### src/rtl/instruction_fetch_unit.sv
// Fetch stage: owns the PC, issues one request per cycle to a 1-cycle-latency instruction
// memory, buffers returned words in a 3-entry FIFO and hands them to decode over valid/ready.
module instruction_fetch_unit #(
    parameter logic [31:0] RESET_ADDRESS = 32'd16
) (
    input  logic        clk,
    input  logic        resetn,
    output logic [31:0] iaddr,
    output logic        ireq,
    input  logic [31:0] instruction,
    input  logic        isValid,
    input  logic        redirect_valid,
    input  logic [31:0] redirect_pc,
    output logic        out_valid,
    input  logic        out_ready,
    output logic [31:0] out_instruction,
    output logic [31:0] out_pc,
    output logic        fetch_fault,
    output logic [31:0] fault_pc
);

    logic [31:0] pc_q, pc_d;
    logic        inflight_q, inflight_d;
    logic [31:0] resp_pc_q, resp_pc_d;
    logic [1:0]  count_q, count_d;
    logic [1:0]  rd_ptr_q, rd_ptr_d;
    logic [1:0]  wr_ptr_q, wr_ptr_d;
    logic [31:0] fifo_pc_q [3];
    logic [31:0] fifo_pc_d [3];
    logic [31:0] fifo_ins_q [3];
    logic [31:0] fifo_ins_d [3];
    logic        fault_q, fault_d;
    logic [31:0] fault_pc_q, fault_pc_d;

    logic [2:0]  occupancy;
    logic        issue;
    logic        resp_ok;
    logic        push;
    logic        pop;

    function automatic logic [1:0] next_ptr(input logic [1:0] p);
        return (p == 2'd2) ? 2'd0 : p + 2'd1;
    endfunction

    // In-flight requests reserve a FIFO slot, so a push can never find the buffer full.
    assign occupancy = {1'b0, count_q} + {2'b0, inflight_q};
    assign issue     = resetn && !fault_q && !redirect_valid && (occupancy < 3'd3);
    assign resp_ok   = inflight_q && !fault_q && !redirect_valid;
    assign push      = resp_ok && isValid;
    assign pop       = (count_q != 2'd0) && out_ready && !redirect_valid;

    always_comb begin
        pc_d       = pc_q;
        inflight_d = issue;
        resp_pc_d  = resp_pc_q;
        count_d    = count_q;
        rd_ptr_d   = rd_ptr_q;
        wr_ptr_d   = wr_ptr_q;
        fifo_pc_d  = fifo_pc_q;
        fifo_ins_d = fifo_ins_q;
        fault_d    = fault_q;
        fault_pc_d = fault_pc_q;

        if (redirect_valid) begin
            pc_d     = redirect_pc;
            count_d  = 2'd0;
            rd_ptr_d = 2'd0;
            wr_ptr_d = 2'd0;
            fault_d  = 1'b0;
        end else begin
            if (issue) begin
                resp_pc_d = pc_q;
                pc_d      = pc_q + 32'd4;
            end
            if (push) begin
                fifo_pc_d[wr_ptr_q]  = resp_pc_q;
                fifo_ins_d[wr_ptr_q] = instruction;
                wr_ptr_d             = next_ptr(wr_ptr_q);
            end
            if (pop) begin
                rd_ptr_d = next_ptr(rd_ptr_q);
            end
            if (push && !pop) begin
                count_d = count_q + 2'd1;
            end else if (pop && !push) begin
                count_d = count_q - 2'd1;
            end
            if (resp_ok && !isValid) begin
                fault_d    = 1'b1;
                fault_pc_d = resp_pc_q;
            end
        end
    end

    always_ff @(posedge clk or negedge resetn) begin
        if (!resetn) begin
            pc_q       <= RESET_ADDRESS;
            inflight_q <= 1'b0;
            resp_pc_q  <= 32'd0;
            count_q    <= 2'd0;
            rd_ptr_q   <= 2'd0;
            wr_ptr_q   <= 2'd0;
            for (int i = 0; i < 3; i++) begin
                fifo_pc_q[i]  <= 32'd0;
                fifo_ins_q[i] <= 32'd0;
            end
            fault_q    <= 1'b0;
            fault_pc_q <= 32'd0;
        end else begin
            pc_q       <= pc_d;
            inflight_q <= inflight_d;
            resp_pc_q  <= resp_pc_d;
            count_q    <= count_d;
            rd_ptr_q   <= rd_ptr_d;
            wr_ptr_q   <= wr_ptr_d;
            fifo_pc_q  <= fifo_pc_d;
            fifo_ins_q <= fifo_ins_d;
            fault_q    <= fault_d;
            fault_pc_q <= fault_pc_d;
        end
    end

    assign iaddr           = pc_q;
    assign ireq            = issue;
    assign out_valid       = (count_q != 2'd0);
    assign out_pc          = fifo_pc_q[rd_ptr_q];
    assign out_instruction = fifo_ins_q[rd_ptr_q];
    assign fetch_fault     = fault_q;
    assign fault_pc        = fault_pc_q;

endmodule

### config.mk
export PLATFORM = sky130hd
export DESIGN_NAME = instruction_fetch_unit
export DESIGN_NICKNAME = d
export VERILOG_FILES = /design/src/rtl/instruction_fetch_unit.sv
export SDC_FILE = /design/constraint.sdc
export NUM_CORES = 1
export LEC_CHECK = 0
export CORE_AREA = 8 8 200 240
export DETAILED_ROUTE_END_ITERATION = 8
export DIE_AREA = 0 0 208 248
export PLACE_DENSITY_LB_ADDON = 0.05
export SLEW_MARGIN = 20
export SYNTH_ARGS = -nofsm -noshare
export SYNTH_HDL_FRONTEND = slang
export SYNTH_SLANG_ARGS = --single-unit
### constraint.sdc
create_clock -name clk -period 3 [get_ports clk]
set_input_delay 0.75 -clock clk [delete_from_list [all_inputs] [get_ports clk]]
set_output_delay 0.75 -clock clk [all_outputs]
set_load 0.1 [all_outputs]
==> Yosys cells after proc, flatten, opt, wreduce, memory -nomap -nowiden <==
Index checks and enable logic that the tools add are counted.
Widths: inputs -> output; s select.
{ "totals": {"ff_bits": 296, "latchBits": 0, "ram_bits": 0, "rom_bits": 0, "inputBits": 69, "output_inout_bits": 131, "mem_count": 0} }
{ "classes": {"n_addsub": 6, "n_mul": 0, "div_mod_pow": 0, "order_cmp": 4, "n_eq_ne": 2, "shifts": 0, "n_mux": 23, "n_bitwise": 3, "reduce_logical": 26} }
{ "ops": {"columns": ["op", "n"], "rows": [
  ["$mux 32", 7],
  ["$bwmux 96", 2],
  ["$bmux 32 s2", 2],
  ["$demux 32 s2", 1],
  ["$add 32x3->32 const B", 1],
  ["$mux 2", 9],
  ["$logic_and 1x1->1", 12],
  ["$reduce_bool 2->1", 5],
  ["$add 2x1->2 const B", 3],
  ["$ge 3x3->1 const B", 2],
  ["$not 2->3", 2],
  ["$reduce_and 2->1", 3],
  ["$logic_not 1->1", 5],
  ["$eq 2x2->1 const B", 2],
  ["$add 2x1->3", 1],
  ["$lt 3x1->1 const B", 1],
  ["$lt 3x2->1 const B", 1],
  ["$reduce_bool 3->1", 1],
  ["$mux 1", 2],
  ["$sub 2x1->2 const B", 1],
  ["$not 1->1", 1]
]} }

==> Logic depth before layout (Yosys ltp) <==
{ "depth": {"ltp_word": 9, "mapped_depth": 10} }

==> Worst setup path before layout <==
No wires, ideal clock.
{ "synth_timing": {"path_kind": "reg2out", "startpoint": "reg rd_ptr_q[0]", "endpoint": "out out_pc[22]", "arrival_ns": 3.531, "t_required_ns": 2.250, "slack_ns": -1.281, "stages_incl_launch_ff": 6, "path_cell_list": "dfrtp_1 > clkbuf_1 > clkbuf_1 > clkbuf_1 > mux2i_1 > o21ai_0"} }
{ "synth_via": {"elab_chain_len": 4} }
{ "synth_rtl": {"columns": ["item", "line", "source"], "rows": [
  ["start: declaration", "26", "logic [1:0] rd_ptr_q, rd_ptr_d;"],
  ["start signal: assignment", "114", "rd_ptr_q <= rd_ptr_d;"],
  ["$not 2->3 (not written as such)", "126", "assign out_pc = fifo_pc_q[rd_ptr_q];"],
  ["$bmux 32 s2", "126", null],
  ["$mux 32 (not written as such) (2 in series)", "126", null],
  ["end: declaration", "17", "output logic [31:0] out_pc,"]
]} }
Every way passes these cells. The select of a mux whose other input is x is not followed.

==> Worst setup path in the final report <==
{ "layout_timing": {"startpoint": "reg inflight_q", "endpoint": "out ireq"} }
{ "layout_via": {"elab_chain_len": 3} }
{ "layout_rtl": {"columns": ["item", "line", "source"], "rows": [
  ["start: declaration", "23", "logic inflight_q, inflight_d;"],
  ["start signal: assignment", "111", "inflight_q <= inflight_d;"],
  ["$add 2x1->3", "46", "assign occupancy = {1'b0, count_q} + {2'b0, inflight_q};"],
  ["$lt 3x2->1", "47", "assign issue = resetn && !fault_q && !redirect_valid && (occupancy < 3'd3);"],
  ["$logic_and 1x1->1", "47", null],
  ["end: declaration", "9", "output logic ireq,"]
]} }
Every way passes these cells.

==> impl_metrics.py <==
metrics = {
    "grt": {
        "grt_use_total_pct": 15.0,
        "grt.overflow.total": 0,
        "antenna_found_initial": 3,
        "grt_pass1_wl_mm": 60.4,
        "grt_max_degree": 130,
        "first_global_vias": 9639,
    },
    "synth": {
        "yosysWarnings": 0,
        "synth-main-ff-cell": "dfrtp_1",
        "ys_seq_area_share_pct": 56.9,
        "synth_xor_area_share_pct": 0.202,
        "syn_inst": 1075,
        "syn_area_per_cell_sq_um": 12.1,
        "async_flop_share_pct": 100,
        "synth-edff-count": 0,
        "synth_area_sq_um": 13000,
        "synth_adder_area_share_pct": 0.288,
        "synth_compound_area_share_pct": 5.85,
        "synth_nets": 1147,
        "synth-seq-cells": 296,
        "synth_top_family_by_area": "multiplexers",
        "synthMuxAreaShare_pct": 24.7,
        "synth-simple-area-share_pct": 9.39,
        "ys_types": 54,
    },
    "timing": {
        "skew_ns": 0.0200,
        "slew_headroom_pct": 47.7,
        "rsz0062_at_grt": "true",
        "fmax_ghz": 0.338,
        "layout_min_cycle_time_ns": 2.96,
        "tightest_slew_ns": 0.784,
        "fin_worst_hold_slack_ns": 0.362,
        "setup_viol": 0,
        "drv_slew": 0,
        "fin_crit_sh_pct": 98.6,
        "finalHoldViolations": 0,
    },
    "cts": {
        "cts_tree": "yes",
        "root_buffer": "clkbuf_16",
        "clk_path_buf_depth": 3,
        "cts_max_level": 2,
        "cts_num_sinks": 296,
        "numCtsBuffers": 35,
        "clk_latency_ns": 0.52,
        "hold_buffers": 0,
        "clkTransAtPathRegs_ns": 0.06,
    },
    "setup_path": {
        "crit_path_end_kind": "output pin",
        "crit_arrival_ns": 2.21,
        "required_ns": 2.25,
        "crit_path_start_kind": "flop",
        "criticalPathCategory": "flop to output pin",
        "r2r.worst_path.cells": 10,
        "worst-path-max-fanout": 2,
    },
    "placed_design": {
        "place.gp.congestion": 0.758,
        "io_buffers": 199,
        "hpwl_mm": 25.8,
    },
    "floorplanning": {
        "chipWidth_um": 208,
        "core_area_sq_um": 44200,
        "start_util_pct": 29.4,
        "dieArea_sq_um": 51600,
        "dieHeight_um": 248,
        "rows": 85,
        "io_pins": 200,
    },
    "route": {
        "ant_nets": 0,
        "vias": 9040,
        "drc_errors": 0,
        "avgRoutedWirePerCell_um": 20.8,
        "first_iter_violations": 329,
        "first_pass_iters": 4,
        "wirelength_mm": 38.9,
        "viasPerCell": 4.84,
    },
    "power_and_ir_drop": {
        "ir_worst_vdd_v": 0.000596,
        "powerDensity_nw_per_um2": 903,
        "leakage_nw": 8.03,
    },
    "final_layout": {
        "fill_cells": 4251,
        "final_nets": 1353,
        "diodes": 0,
        "area_growth_pct": 36.3,
        "utilization_pct": 40.1,
        "drive_gt1_share_pct": 40.4,
    },
    "job": {
        "cap_violations": 0,
    },
    "worst_hold_path": {
        "hold_path_class": "input pin to asynchronous set/reset pin",
    },
    "run_status": {
        "status": "finished, final reports clean",
    },
}
stage by stage:
| step | area, sq um | setup TNS [ns] | power (mW) | std cells | setup WS [ns] |
|---|---|---|---|---|---|
| floorplan | 13300 | -0.0181 | 9.70 | 1075 | -0.0181 |
| global placement | 16600 | 0 | 12.1 | 1803 | 0.160 |
| detailed placement | 16600 | 0 | 12.1 | 1803 | 0.122 |
| CTS | 17700 | -0.0181 | 16.3 | 1863 | -0.0181 |
| global route | 17700 | -0.0407 | 16.7 | 1866 | -0.0407 |
| finish | 17700 | 0 | 16.0 | 1866 | 0.0422 |
sequential cells by signal, indices dropped and copies added, names as in the netlist:
register     flops
fifo_ins_q      96
fifo_pc_q       96
fault_pc        32
iaddr           32
resp_pc_q       32
count_q          2
rd_ptr_q         2
wr_ptr_q         2
fetch_fault      1
inflight_q       1
critical path, stage by stage (launching register included):
cell,delay (ns)
dfrtp_1,0.38
ha_2,0.20
ha_4,0.15
or4b_1,0.46
a21o_2,0.23
inv_4,0.09
buf_12,0.17
synth_stat cells (3+ instances only):
library cell | count | area, sq um
dfrtp_1 | 295 | 7380
mux2_2 | 227 | 2560
nand2_1 | 194 | 728
o21ai_0 | 84 | 420
mux2i_1 | 66 | 661
clkbuf_1 | 41 | 154
buf_2 | 19 | 95.1
nor2_1 | 18 | 67.6
nand3_1 | 15 | 75.1
nand4_1 | 13 | 81.3
o211ai_1 | 10 | 75.1
o311ai_0 | 9 | 78.8
buf_4 | 6 | 45.0
and3_1 | 5 | 31.3
nor3_1 | 5 | 25.0
a21o_1 | 4 | 30.0
a21oi_1 | 4 | 20.0
a31oi_1 | 4 | 25.0
inv_1 | 4 | 15.0
nor2b_1 | 4 | 25.0
nor4_1 | 4 | 25.0
ha_1 | 3 | 37.5
power breakdown:
| part | internal (mW) | switching (mW) | total, mW |
|---|---|---|---|
| Sequential | 4.65 | 0.495 | 5.15 |
| Combinational | 2.13 | 4.66 | 6.79 |
| Clock | 2.45 | 1.64 | 4.09 |
| Total | 9.23 | 6.79 | 16.0 |
area by class of cell:
type / instances / area [sq um] / area share [%]
Multi-Input combinational cell: 704 / 5600 / 31.5
Timing Repair Buffer: 239 / 2920 / 16.4
Inverter: 5 / 21.3 / 0.120
Tap cell: 565 / 707 / 3.99
Sequential cell: 296 / 7420 / 41.8
Clock inverter: 4 / 45.0 / 0.254
Clock buffer: 53 / 1040 / 5.84
repair_timing:
item	in CTS	in global routing
resized for setup	3	1
pin swaps	0	0
gates cloned	0	0
endpoints found under the setup margin	2	18
buffers inserted	3	3
cell families after synthesis:
logic type / after synthesis
flip-flops: 296
multiplexers: 293
AND/OR/NAND/NOR: 277
AO/OA/AOI/OAI: 128
buffers and inverters: 75
XOR/XNOR: 3
adder cells (fa/ha/maj): 3
worst paths after layout:
| check | from | slack, ns | end |
|---|---|---|---|
| max | inflight_q | 0.04 | ireq |
| min | resetn | 0.36 | fifo_ins_q[41] |
| max reg2reg | inflight_q | 0.44 | iaddr[15] |
| min reg2reg | fifo_pc_q[43] | 0.50 | fifo_pc_q[43] |
| max in group asynchronous | resetn | 1.36 | rd_ptr_q[0] |
| min in group clk | fifo_pc_q[43] | 0.50 | fifo_pc_q[43] |
cells in the final DEF, fill, tap and decap left out, types with 3 or more instances in the layout:
master / instances
a21o_1: 3
nor4_1: 4
dfrtp_1: 292
clkbuf_8: 5
nor3_1: 5
o21ai_4: 7
o311ai_0: 9
clkdlybuf4s50_1: 66
buf_12: 76
clkbuf_16: 37
a21oi_1: 4
mux2i_1: 66
nor2b_1: 3
o211ai_1: 10
nand4_1: 13
o21ai_0: 20
buf_4: 95
o21ai_2: 57
clkbuf_1: 11
mux2_2: 227
and3_1: 5
clkinv_2: 3
nor2_1: 18
nand3_1: 15
nand2_1: 194
inv_1: 4
a31oi_1: 4
layer usage:
metal / track usage [%] / vias up / wire [um]
met5: 0 / - / 30
li1: - / 4229 / -
met1: 18.6 / 4569 / 17100
met3: 3.81 / 44 / 1940
met2: 25.9 / 194 / 19200
met4: 3.55 / 4 / 608
Power figures use the tool's default switching activity.
